### src/rtl/sum_until_zero_fsm_pkg.sv
// rtl/sum_until_zero_fsm_pkg.sv - shared defaults and state encodings for the accumulator
package sum_until_zero_fsm_pkg;

    localparam int WIDTH_DEFAULT = 32;
    localparam int CNT_W_DEFAULT = 16;

    typedef enum logic [1:0] {
        S_IDLE = 2'd0,
        S_ACC  = 2'd1,
        S_DONE = 2'd2
    } state_e;

endpackage

### src/rtl/sum_until_zero_fsm_if.sv
// rtl/sum_until_zero_fsm_if.sv - request, word-stream and result handshake bundle
interface sum_until_zero_fsm_if #(
    parameter int WIDTH = 32,
    parameter int CNT_W = 16
);

    logic             start;
    logic [WIDTH-1:0] in_data;
    logic             in_valid;
    logic             in_ready;
    logic [WIDTH-1:0] sum;
    logic [CNT_W-1:0] count;
    logic             overflow;
    logic             out_valid;
    logic             out_ready;
    logic             busy;

    modport master (
        output start, in_data, in_valid, out_ready,
        input  in_ready, sum, count, overflow, out_valid, busy
    );

    modport slave (
        input  start, in_data, in_valid, out_ready,
        output in_ready, sum, count, overflow, out_valid, busy
    );

endinterface

### src/rtl/sum_until_zero_fsm_reg_en.sv
// rtl/sum_until_zero_fsm_reg_en.sv - WIDTH-bit register with load enable, cleared by reset
module sum_until_zero_fsm_reg_en #(
    parameter int WIDTH = 32
) (
    input  logic             clk,
    input  logic             rst_n,
    input  logic             en,
    input  logic [WIDTH-1:0] d,
    output logic [WIDTH-1:0] q
);

    logic [WIDTH-1:0] data_q;
    logic [WIDTH-1:0] data_d;

    always_comb begin
        data_d = data_q;
        if (en) begin
            data_d = d;
        end
    end

    always_ff @(posedge clk) begin
        if (!rst_n) begin
            data_q <= '0;
        end else begin
            data_q <= data_d;
        end
    end

    assign q = data_q;

endmodule

### src/rtl/sum_until_zero_fsm.sv
// rtl/sum_until_zero_fsm.sv - sums a word stream until a zero word, then offers the result
module sum_until_zero_fsm
    import sum_until_zero_fsm_pkg::*;
#(
    parameter int WIDTH = WIDTH_DEFAULT,
    parameter int CNT_W = CNT_W_DEFAULT
) (
    input  logic                  clk,
    input  logic                  rst_n,
    sum_until_zero_fsm_if.slave   bus
);

    localparam logic [CNT_W-1:0] CNT_ONE = CNT_W'(1);

    state_e           state_q;
    state_e           state_d;
    logic [CNT_W-1:0] count_q;
    logic [CNT_W-1:0] count_d;
    logic             overflow_q;
    logic             overflow_d;
    logic             out_valid_q;
    logic             out_valid_d;

    logic [WIDTH-1:0] sum_q;
    logic [WIDTH-1:0] sum_next;
    logic [WIDTH:0]   add_full;
    logic             sum_en;
    logic             clear;
    logic             accept;

    assign add_full = {1'b0, sum_q} + {1'b0, bus.in_data};

    // Operand selector: zero on start, otherwise the running sum plus the new word.
    assign sum_next = clear ? '0 : add_full[WIDTH-1:0];

    sum_until_zero_fsm_reg_en #(
        .WIDTH (WIDTH)
    ) u_sum_reg (
        .clk   (clk),
        .rst_n (rst_n),
        .en    (sum_en),
        .d     (sum_next),
        .q     (sum_q)
    );

    always_comb begin
        state_d    = state_q;
        count_d    = count_q;
        overflow_d = overflow_q;
        sum_en     = 1'b0;
        clear      = 1'b0;
        accept     = (state_q == S_ACC) && bus.in_valid;

        case (state_q)
            S_IDLE: begin
                if (bus.start) begin
                    state_d    = S_ACC;
                    clear      = 1'b1;
                    sum_en     = 1'b1;
                    count_d    = '0;
                    overflow_d = 1'b0;
                end
            end
            S_ACC: begin
                if (accept) begin
                    if (bus.in_data == '0) begin
                        state_d = S_DONE;
                    end else begin
                        sum_en     = 1'b1;
                        overflow_d = overflow_q | add_full[WIDTH];
                        if (count_q != '1) begin
                            count_d = count_q + CNT_ONE;
                        end
                    end
                end
            end
            S_DONE: begin
                if (bus.out_ready) begin
                    state_d = S_IDLE;
                end
            end
            default: state_d = S_IDLE;
        endcase

        // Registered so it rises on exactly the edge that enters DONE.
        out_valid_d = (state_d == S_DONE);
    end

    always_ff @(posedge clk) begin
        if (!rst_n) begin
            state_q     <= S_IDLE;
            count_q     <= '0;
            overflow_q  <= 1'b0;
            out_valid_q <= 1'b0;
        end else begin
            state_q     <= state_d;
            count_q     <= count_d;
            overflow_q  <= overflow_d;
            out_valid_q <= out_valid_d;
        end
    end

    assign bus.in_ready  = (state_q == S_ACC);
    assign bus.busy      = (state_q != S_IDLE);
    assign bus.sum       = sum_q;
    assign bus.count     = count_q;
    assign bus.overflow  = overflow_q;
    assign bus.out_valid = out_valid_q;

endmodule

### src/flat_wrapper.sv
// flat-port wrapper written by rule: the top's interface ports become plain ports
module sum_until_zero_fsm_flat import sum_until_zero_fsm_pkg::*;
#(
    parameter int WIDTH = WIDTH_DEFAULT,
    parameter int CNT_W = CNT_W_DEFAULT
)
  (clk, rst_n, bus_start, bus_in_data, bus_in_valid, bus_out_ready, bus_in_ready, bus_sum, bus_count, bus_overflow, bus_out_valid, bus_busy);
  sum_until_zero_fsm_if #(.WIDTH(WIDTH), .CNT_W(CNT_W)) bus_i ();
  input  logic clk;
  input  logic rst_n;
  input wire logic [$bits(bus_i.start)-1:0] bus_start;
  input wire logic [$bits(bus_i.in_data)-1:0] bus_in_data;
  input wire logic [$bits(bus_i.in_valid)-1:0] bus_in_valid;
  input wire logic [$bits(bus_i.out_ready)-1:0] bus_out_ready;
  output wire logic [$bits(bus_i.in_ready)-1:0] bus_in_ready;
  output wire logic [$bits(bus_i.sum)-1:0] bus_sum;
  output wire logic [$bits(bus_i.count)-1:0] bus_count;
  output wire logic [$bits(bus_i.overflow)-1:0] bus_overflow;
  output wire logic [$bits(bus_i.out_valid)-1:0] bus_out_valid;
  output wire logic [$bits(bus_i.busy)-1:0] bus_busy;
  assign bus_i.start = bus_start;
  assign bus_i.in_data = bus_in_data;
  assign bus_i.in_valid = bus_in_valid;
  assign bus_i.out_ready = bus_out_ready;
  assign bus_in_ready = bus_i.in_ready;
  assign bus_sum = bus_i.sum;
  assign bus_count = bus_i.count;
  assign bus_overflow = bus_i.overflow;
  assign bus_out_valid = bus_i.out_valid;
  assign bus_busy = bus_i.busy;
  sum_until_zero_fsm #(.WIDTH(WIDTH), .CNT_W(CNT_W)) u_core (.clk(clk), .rst_n(rst_n), .bus(bus_i));
endmodule
### config.mk
export PLATFORM = sky130hd
export DESIGN_NAME = sum_until_zero_fsm_flat
export DESIGN_NICKNAME = d
export VERILOG_FILES = /design/src/rtl/sum_until_zero_fsm_pkg.sv /design/src/rtl/sum_until_zero_fsm_if.sv /design/src/rtl/sum_until_zero_fsm_reg_en.sv /design/src/rtl/sum_until_zero_fsm.sv /design/src/flat_wrapper.sv
export SDC_FILE = /design/constraint.sdc
export NUM_CORES = 1
export LEC_CHECK = 0
export ABC_AREA = 0
export BUFFER_PORTS_ARGS = -buffer_cell sky130_fd_sc_hd__buf_2
export CAP_MARGIN = 20
export CORE_UTILIZATION = 50
export CTS_BUF_LIST = sky130_fd_sc_hd__clkbuf_4 sky130_fd_sc_hd__clkbuf_8
export CTS_CLUSTER_SIZE = 8
export DETAILED_ROUTE_END_ITERATION = 6
export GPL_ROUTABILITY_DRIVEN = 0
export PLACE_DENSITY = 0.79
export SYNTH_ARGS = -nofsm -noshare
export SYNTH_HDL_FRONTEND = slang
export SYNTH_SLANG_ARGS = --single-unit
### constraint.sdc
create_clock -name clk -period 3.2 [get_ports clk]
set_input_delay 0 -clock clk [delete_from_list [all_inputs] [get_ports clk]]
set_output_delay 0 -clock clk [all_outputs]
set_load 0.01 [all_outputs]
==> results_dict.tcl, run 1 <==
set metrics [dict create \
    numClockSinks 52 \
    holdPathEnd "u_core.state_q[1]" \
    synth_common_cells "nand2_1, a21oi_1, dfxtp_1" \
    die_y_um 87.82 \
    min_period_ns 2.738 \
    area_growth_pct 17.13 \
    yosysUniqueCellTypes 49 \
    die_area_um2 7711 \
    first_pass_iters 4 \
    holdPathStages 4 \
    drive_gt1_share_pct 18.99 \
    vias_per_cell 5.790 \
    post_cts_buffers 0 \
    slew_viol_final 0 \
    worstReg2RegStart "u_core.u_sum_reg.q[0]" \
    coreArea_um2 6944 \
    hpwlAfterDp_um 7422 \
    rr_endpoint "u_core.u_sum_reg.q[30]" \
    synthCells 488 \
    crit_type "reg2reg" \
    start_kind "register" \
    syn_nets 559 \
    finalSetupViolCount 0 \
    placed_area_um2 4195 \
    worst-slew-pin-transition_ns 1.064 \
    clock_latency_ns 0.33 \
    htree_levels 2 \
    synth-seq-cells 52 \
    track_usage_pct 25.20 \
    maxCapViolCount 0 \
    final-hold-violation-count 0 \
    grt_max_degree 21 \
    synth_async_sr_flop_share_pct 0 \
    routed_wl_um 9663 \
    fin_tns_setup_ns 0 \
    synthTopCellsByArea "dfxtp_1, ha_1, a21oi_1, nand2_1, o21ai_0" \
    num_rows 30 \
    worstPathMaxFanout 5 \
    drtIter0Drc 154 \
    vdd_drop_max_uv 233.6 \
    yosysMostFrequentCell "nand2_1" \
    pin_count 89 \
    setup_ws_ns 0.4620 \
    preCtsSetupSlack_ns 0.5104 \
    grt_setup_unrepaired "no" \
    cts.root.buffer_cell "clkbuf_8" \
    status "finished, final reports clean" \
    post-route-period-util_pct 85.56 \
    clkTransAtPathRegs_ns 0.12 \
    cts_buffer_depth 2 \
    io_buffers 88 \
    postCtsHoldBufs 2 \
    wl_met3_um 519 \
    r2r_cells 10 \
    min_path_type "in2reg" \
    synth_top_flop_cell "dfxtp_1" \
    power_density_nw_per_um2 344.1 \
    rrSetupSlack_ns 0.46 \
    die_w_um 87.82 \
    dr_total_vias 3879 \
    stdcell_area_um2 4313 \
    cts_tree "done" \
    hold_start "bus_out_ready" \
    relSlewSlack_pct 28.83 \
    nets 644 \
    routed.top_layer "met4" \
    crit_arrival_ns 2.98 \
    synth_top_area_cell "dfxtp_1" \
    postRouteAntennaNets 0 \
    skew_ns 0.01126 \
    synth-edff-count 0 \
    syn_area_um2 3682 \
    fmax_mhz 365.2 \
    wl_met1_um 4149 \
    cts_inserted_buffers 5 \
    post_cts_resized 0 \
    yosysTopAreaCellShare_pct 28.27 \
    syn_avg_cell_area_um2 7.546 \
    start_util_pct 53.03 \
    num_antenna_cells 0 \
    wl_met2_um 4832 \
    grt_pass1_vias 3504 \
    grt_pass1_wl_um 15450 \
    ys_seq_area_share_pct 28.27 \
    drc 0 \
    yosys_warnings 0 \
    grt_overflow 0 \
    crit_required_ns 3.45 \
    wl_per_cell_um 14.42 \
    cp-end-kind "register" \
    cellLeakagePower_nw 1.874 \
    antenna_found_initial 0 \
]
==> worst max-delay path: stages (launching register included) <==
cell	delay, ns
dfxtp_1	0.35
ha_1	0.24
fa_1	0.43
a211oi_1	0.24
o21ai_1	0.16
o211ai_1	0.27
nand2_1	0.19
a31oi_1	0.26
o21ai_1	0.12
mux2_2	0.28
o22ai_1	0.12
==> layout make-up <==
type                            instances  area [um^2]
Timing Repair Buffer                   95        498.0
Fill cell                             650         2631
Sequential cell                        52         1041
Clock buffer                            5        68.82
Clock inverter                          3        28.78
Inverter                               13        48.80
Tap cell                               96        120.1
Multi-Input combinational cell        406         2507
==> cells in the final DEF, fill, tap and decap left out, types with 2 or more instances in the layout <==
cell / n
a211o_1: 3
a211oi_1: 3
a21o_1: 8
a21oi_1: 66
a31oi_1: 9
and2_1: 2
and3_1: 5
and4_1: 2
buf_2: 88
buf_4: 5
clkbuf_8: 5
dfxtp_1: 52
dlygate4sd3_1: 2
ha_1: 33
inv_1: 12
inv_6: 2
nand2_1: 69
nand2b_1: 3
nand3_1: 23
nand4_1: 9
nor2_1: 26
nor2b_1: 2
nor3_1: 8
nor3b_1: 2
nor4_1: 9
o211ai_1: 7
o21ai_0: 50
o21ai_1: 4
o21bai_1: 5
or3_1: 8
xnor2_1: 23
xor2_1: 10
==> registers in the layout, summed over array words and instances, names as in the netlist <==
| register | count |
|---|---|
| u_core.bus.count | 16 |
| u_core.bus.out_valid | 1 |
| u_core.bus.overflow | 1 |
| u_core.state_q | 2 |
| u_core.u_sum_reg.q | 32 |
==> worst max path at each step <==
stage               depth (start not counted)                endpoint                   from  slack, ns
finish                                     10  u_core.u_sum_reg.q[30]  u_core.u_sum_reg.q[0]       0.46
global route                               10     u_core.bus.overflow  u_core.u_sum_reg.q[0]       0.20
CTS                                        10  u_core.u_sum_reg.q[30]  u_core.u_sum_reg.q[0]       0.48
detailed placement                         10  u_core.u_sum_reg.q[30]  u_core.u_sum_reg.q[0]       0.51
global placement                           10  u_core.u_sum_reg.q[30]  u_core.u_sum_reg.q[0]       0.60
floorplan                                  10  u_core.u_sum_reg.q[30]  u_core.u_sum_reg.q[0]       0.73
==> where the power goes <==
part / internal (mW) / total [mW] / switching, mW / leakage (nW)
combinational: 0.149 / 0.367 / 0.218 / 1.40
sequential: 0.667 / 0.684 / 0.0172 / 0.422
clock: 0.166 / 0.433 / 0.267 / 0.0511
total: 0.982 / 1.48 / 0.502 / 1.87
==> metrics by stage <==
| step | hold WS (ns) | power (mW) | util [%] | cells |
|---|---|---|---|---|
| detailed placement | 0.3109 | 1.058 | 60.41 | 660 |
| finish | 0.03824 | 1.484 | 62.11 | 670 |
| CTS | 0.04370 | 1.485 | 62.11 | 670 |
| global route | 0.07624 | 1.557 | 62.11 | 670 |
| floorplan | 0.1579 | 0.9492 | - | 488 |
| global placement | 0.2885 | 1.052 | 60.41 | 660 |
==> per-layer routing <==
layer  GRT usage (%)  up-vias
li1                -     1938
met2           44.82      116
met1           30.14     1809
met3           4.807       16
met4           8.942        0
met5               0        -
==> cells by family (layout without fill, tap and decap cells) <==
logic type      Yosys count  count (layout)  share of synthesized area [%]
compound gates          164             164                          25.79
xor+xnor                 33              33                          7.849
fa+ha+maj                34              34                          11.76
buf+inv                  30             116                          3.636
flops                    52              52                          28.27
mux                       1               1                         0.3058
simple gates            174             174                          22.39
Note: power is estimated with default switching activity, not from simulation.
==> run 2: changes to the inputs <==
--- a/config.mk
+++ b/config.mk
@@ -14,6 +14,7 @@
 export DETAILED_ROUTE_END_ITERATION = 6
 export GPL_ROUTABILITY_DRIVEN = 0
 export PLACE_DENSITY = 0.79
+export REMOVE_ABC_BUFFERS = 1
 export SYNTH_ARGS = -nofsm -noshare
 export SYNTH_HDL_FRONTEND = slang
 export SYNTH_SLANG_ARGS = --single-unit
==> run 2 against run 1 <==
Cell count grew 0.15%. Combinational power is essentially flat. Sequential power is essentially flat.
==> results_dict.tcl, run 2 (synthesis results as in run 1) <==
set metrics [dict create \
    r2r_cells 10 \
    relSlewSlack_pct 61.85 \
    placed_area_um2 4203 \
    dr_total_vias 3878 \
    setup_ws_ns 0.4871 \
    hpwlAfterDp_um 7450 \
    die_area_um2 7711 \
    clkTransAtPathRegs_ns 0.11 \
    post_cts_buffers 0 \
    finalSetupViolCount 0 \
    cp-end-kind "register" \
    cts_tree "done" \
    first_pass_iters 5 \
    crit_type "reg2reg" \
    post_cts_resized 0 \
    min_period_ns 2.713 \
    io_buffers 88 \
    num_rows 30 \
    vdd_drop_max_uv 185.9 \
    pin_count 89 \
    postRouteAntennaNets 0 \
    status "finished, final reports clean" \
    max_stage_delay_ns 0.44 \
    fin_tns_setup_ns 0 \
    die_y_um 87.82 \
    htree_levels 2 \
    start_util_pct 53.03 \
    final_cell_mix "buf_2, nand2_1, a21oi_1, dfxtp_1, o21ai_0" \
    die_w_um 87.82 \
    routed_wl_um 9699 \
    post-route-period-util_pct 84.78 \
    crit_arrival_ns 2.96 \
    worstPathMaxFanout 5 \
    largest_register_ffs 32 \
    cts_buffer_depth 2 \
    grt_pass1_vias 3591 \
    power_density_nw_per_um2 343.8 \
    holdPathStages 4 \
    mostFrequentLayoutCell "buf_2" \
    final-hold-violation-count 0 \
    stdcell_area_um2 4320 \
    vias_per_cell 5.779 \
    grt_overflow 0 \
    grt_pass1_wl_um 15930 \
    postCtsHoldBufs 2 \
    drive_gt1_share_pct 19.13 \
    wl_per_cell_um 14.45 \
    preCtsSetupSlack_ns 0.5417 \
    coreArea_um2 6944 \
    maxCapViolCount 0 \
    clock_latency_ns 0.32 \
    fmax_mhz 368.6 \
    cts_inserted_buffers 5 \
    skew_ns 0.009992 \
    numClockSinks 52 \
    grt_setup_unrepaired "no" \
    nets 645 \
    slew_viol_final 0 \
    drtIter0Drc 220 \
    path_common_cell "o21ai_1" \
    worst-slew-pin-transition_ns 0.5702 \
    area_growth_pct 17.33 \
    power_mw 1.485 \
    start_kind "register" \
    track_usage_pct 25.86 \
    path_cells "ha_1 > fa_1 > a211oi_1 > o21ai_1 > o211ai_1 > nand2_1 > a31oi_1 > o21ai_1 > mux2_2 > o22ai_1" \
    cts.root.buffer_cell "clkbuf_8" \
    cpMaxStageDelayCell "fa_1" \
    grt_max_degree 21 \
    min_path_type "in2reg" \
    cellLeakagePower_nw 1.878 \
    drc 0 \
    crit_required_ns 3.45 \
    antenna_found_initial 0 \
    timing.hold.ws_ns 0.05470 \
    num_antenna_cells 0 \
]
[run 2: cell types whose count changed in the layout (fill, tap and decap cells not counted)]
cell | previous run | this run
buf_4 | 5 | 6
[run 2: per-layer routing]
metal  up-vias  share of wire, %  track usage, %
met2       134                48           44.05
met5         -                 0               0
li1       1943                 -               -
met4         0               1.4           8.942
met3        17               5.8           5.090
met1      1784                45           32.56
[run 2: through the flow]
step	utilization, %	instances
floorplan	-	471
global placement	60.52	661
detailed placement	60.52	661
CTS	62.22	671
global route	62.22	671
finish	62.22	671
[run 2: cell type report]
type | instances | area (um^2)
flip-flops and latches | 52 | 1041
clock buffers | 5 | 68.82
inverters | 13 | 48.80
clock inverters | 3 | 28.78
fillers | 659 | 2624
repair buffers | 96 | 505.5
multi-input cells | 406 | 2507
well taps | 96 | 120.1
[run 2: final timing paths]
kind / startpoint / slack [ns] / end
setup / recovery: u_core.u_sum_reg.q[0] / 0.49 / u_core.u_sum_reg.q[30]
hold / removal: bus_out_ready / 0.05 / u_core.state_q[1]
setup reg to reg: u_core.u_sum_reg.q[0] / 0.49 / u_core.u_sum_reg.q[30]
hold reg to reg: u_core.u_sum_reg.q[31] / 0.48 / u_core.u_sum_reg.q[31]
[run 2: power by group]
group	switching, mW	internal (mW)	leakage, nW
clock network	0.266	0.166	0.0511
logic	0.220	0.149	1.41
registers	0.0172	0.667	0.422
[run 2: worst max-delay path, delay by kind of cell, from the launching register on]
kind | cells | cell delay (ns)
compound gates | 6 | 1.17
simple gates | 1 | 0.19
flops | 1 | 0.34
fa+ha+maj | 2 | 0.68
mux | 1 | 0.27
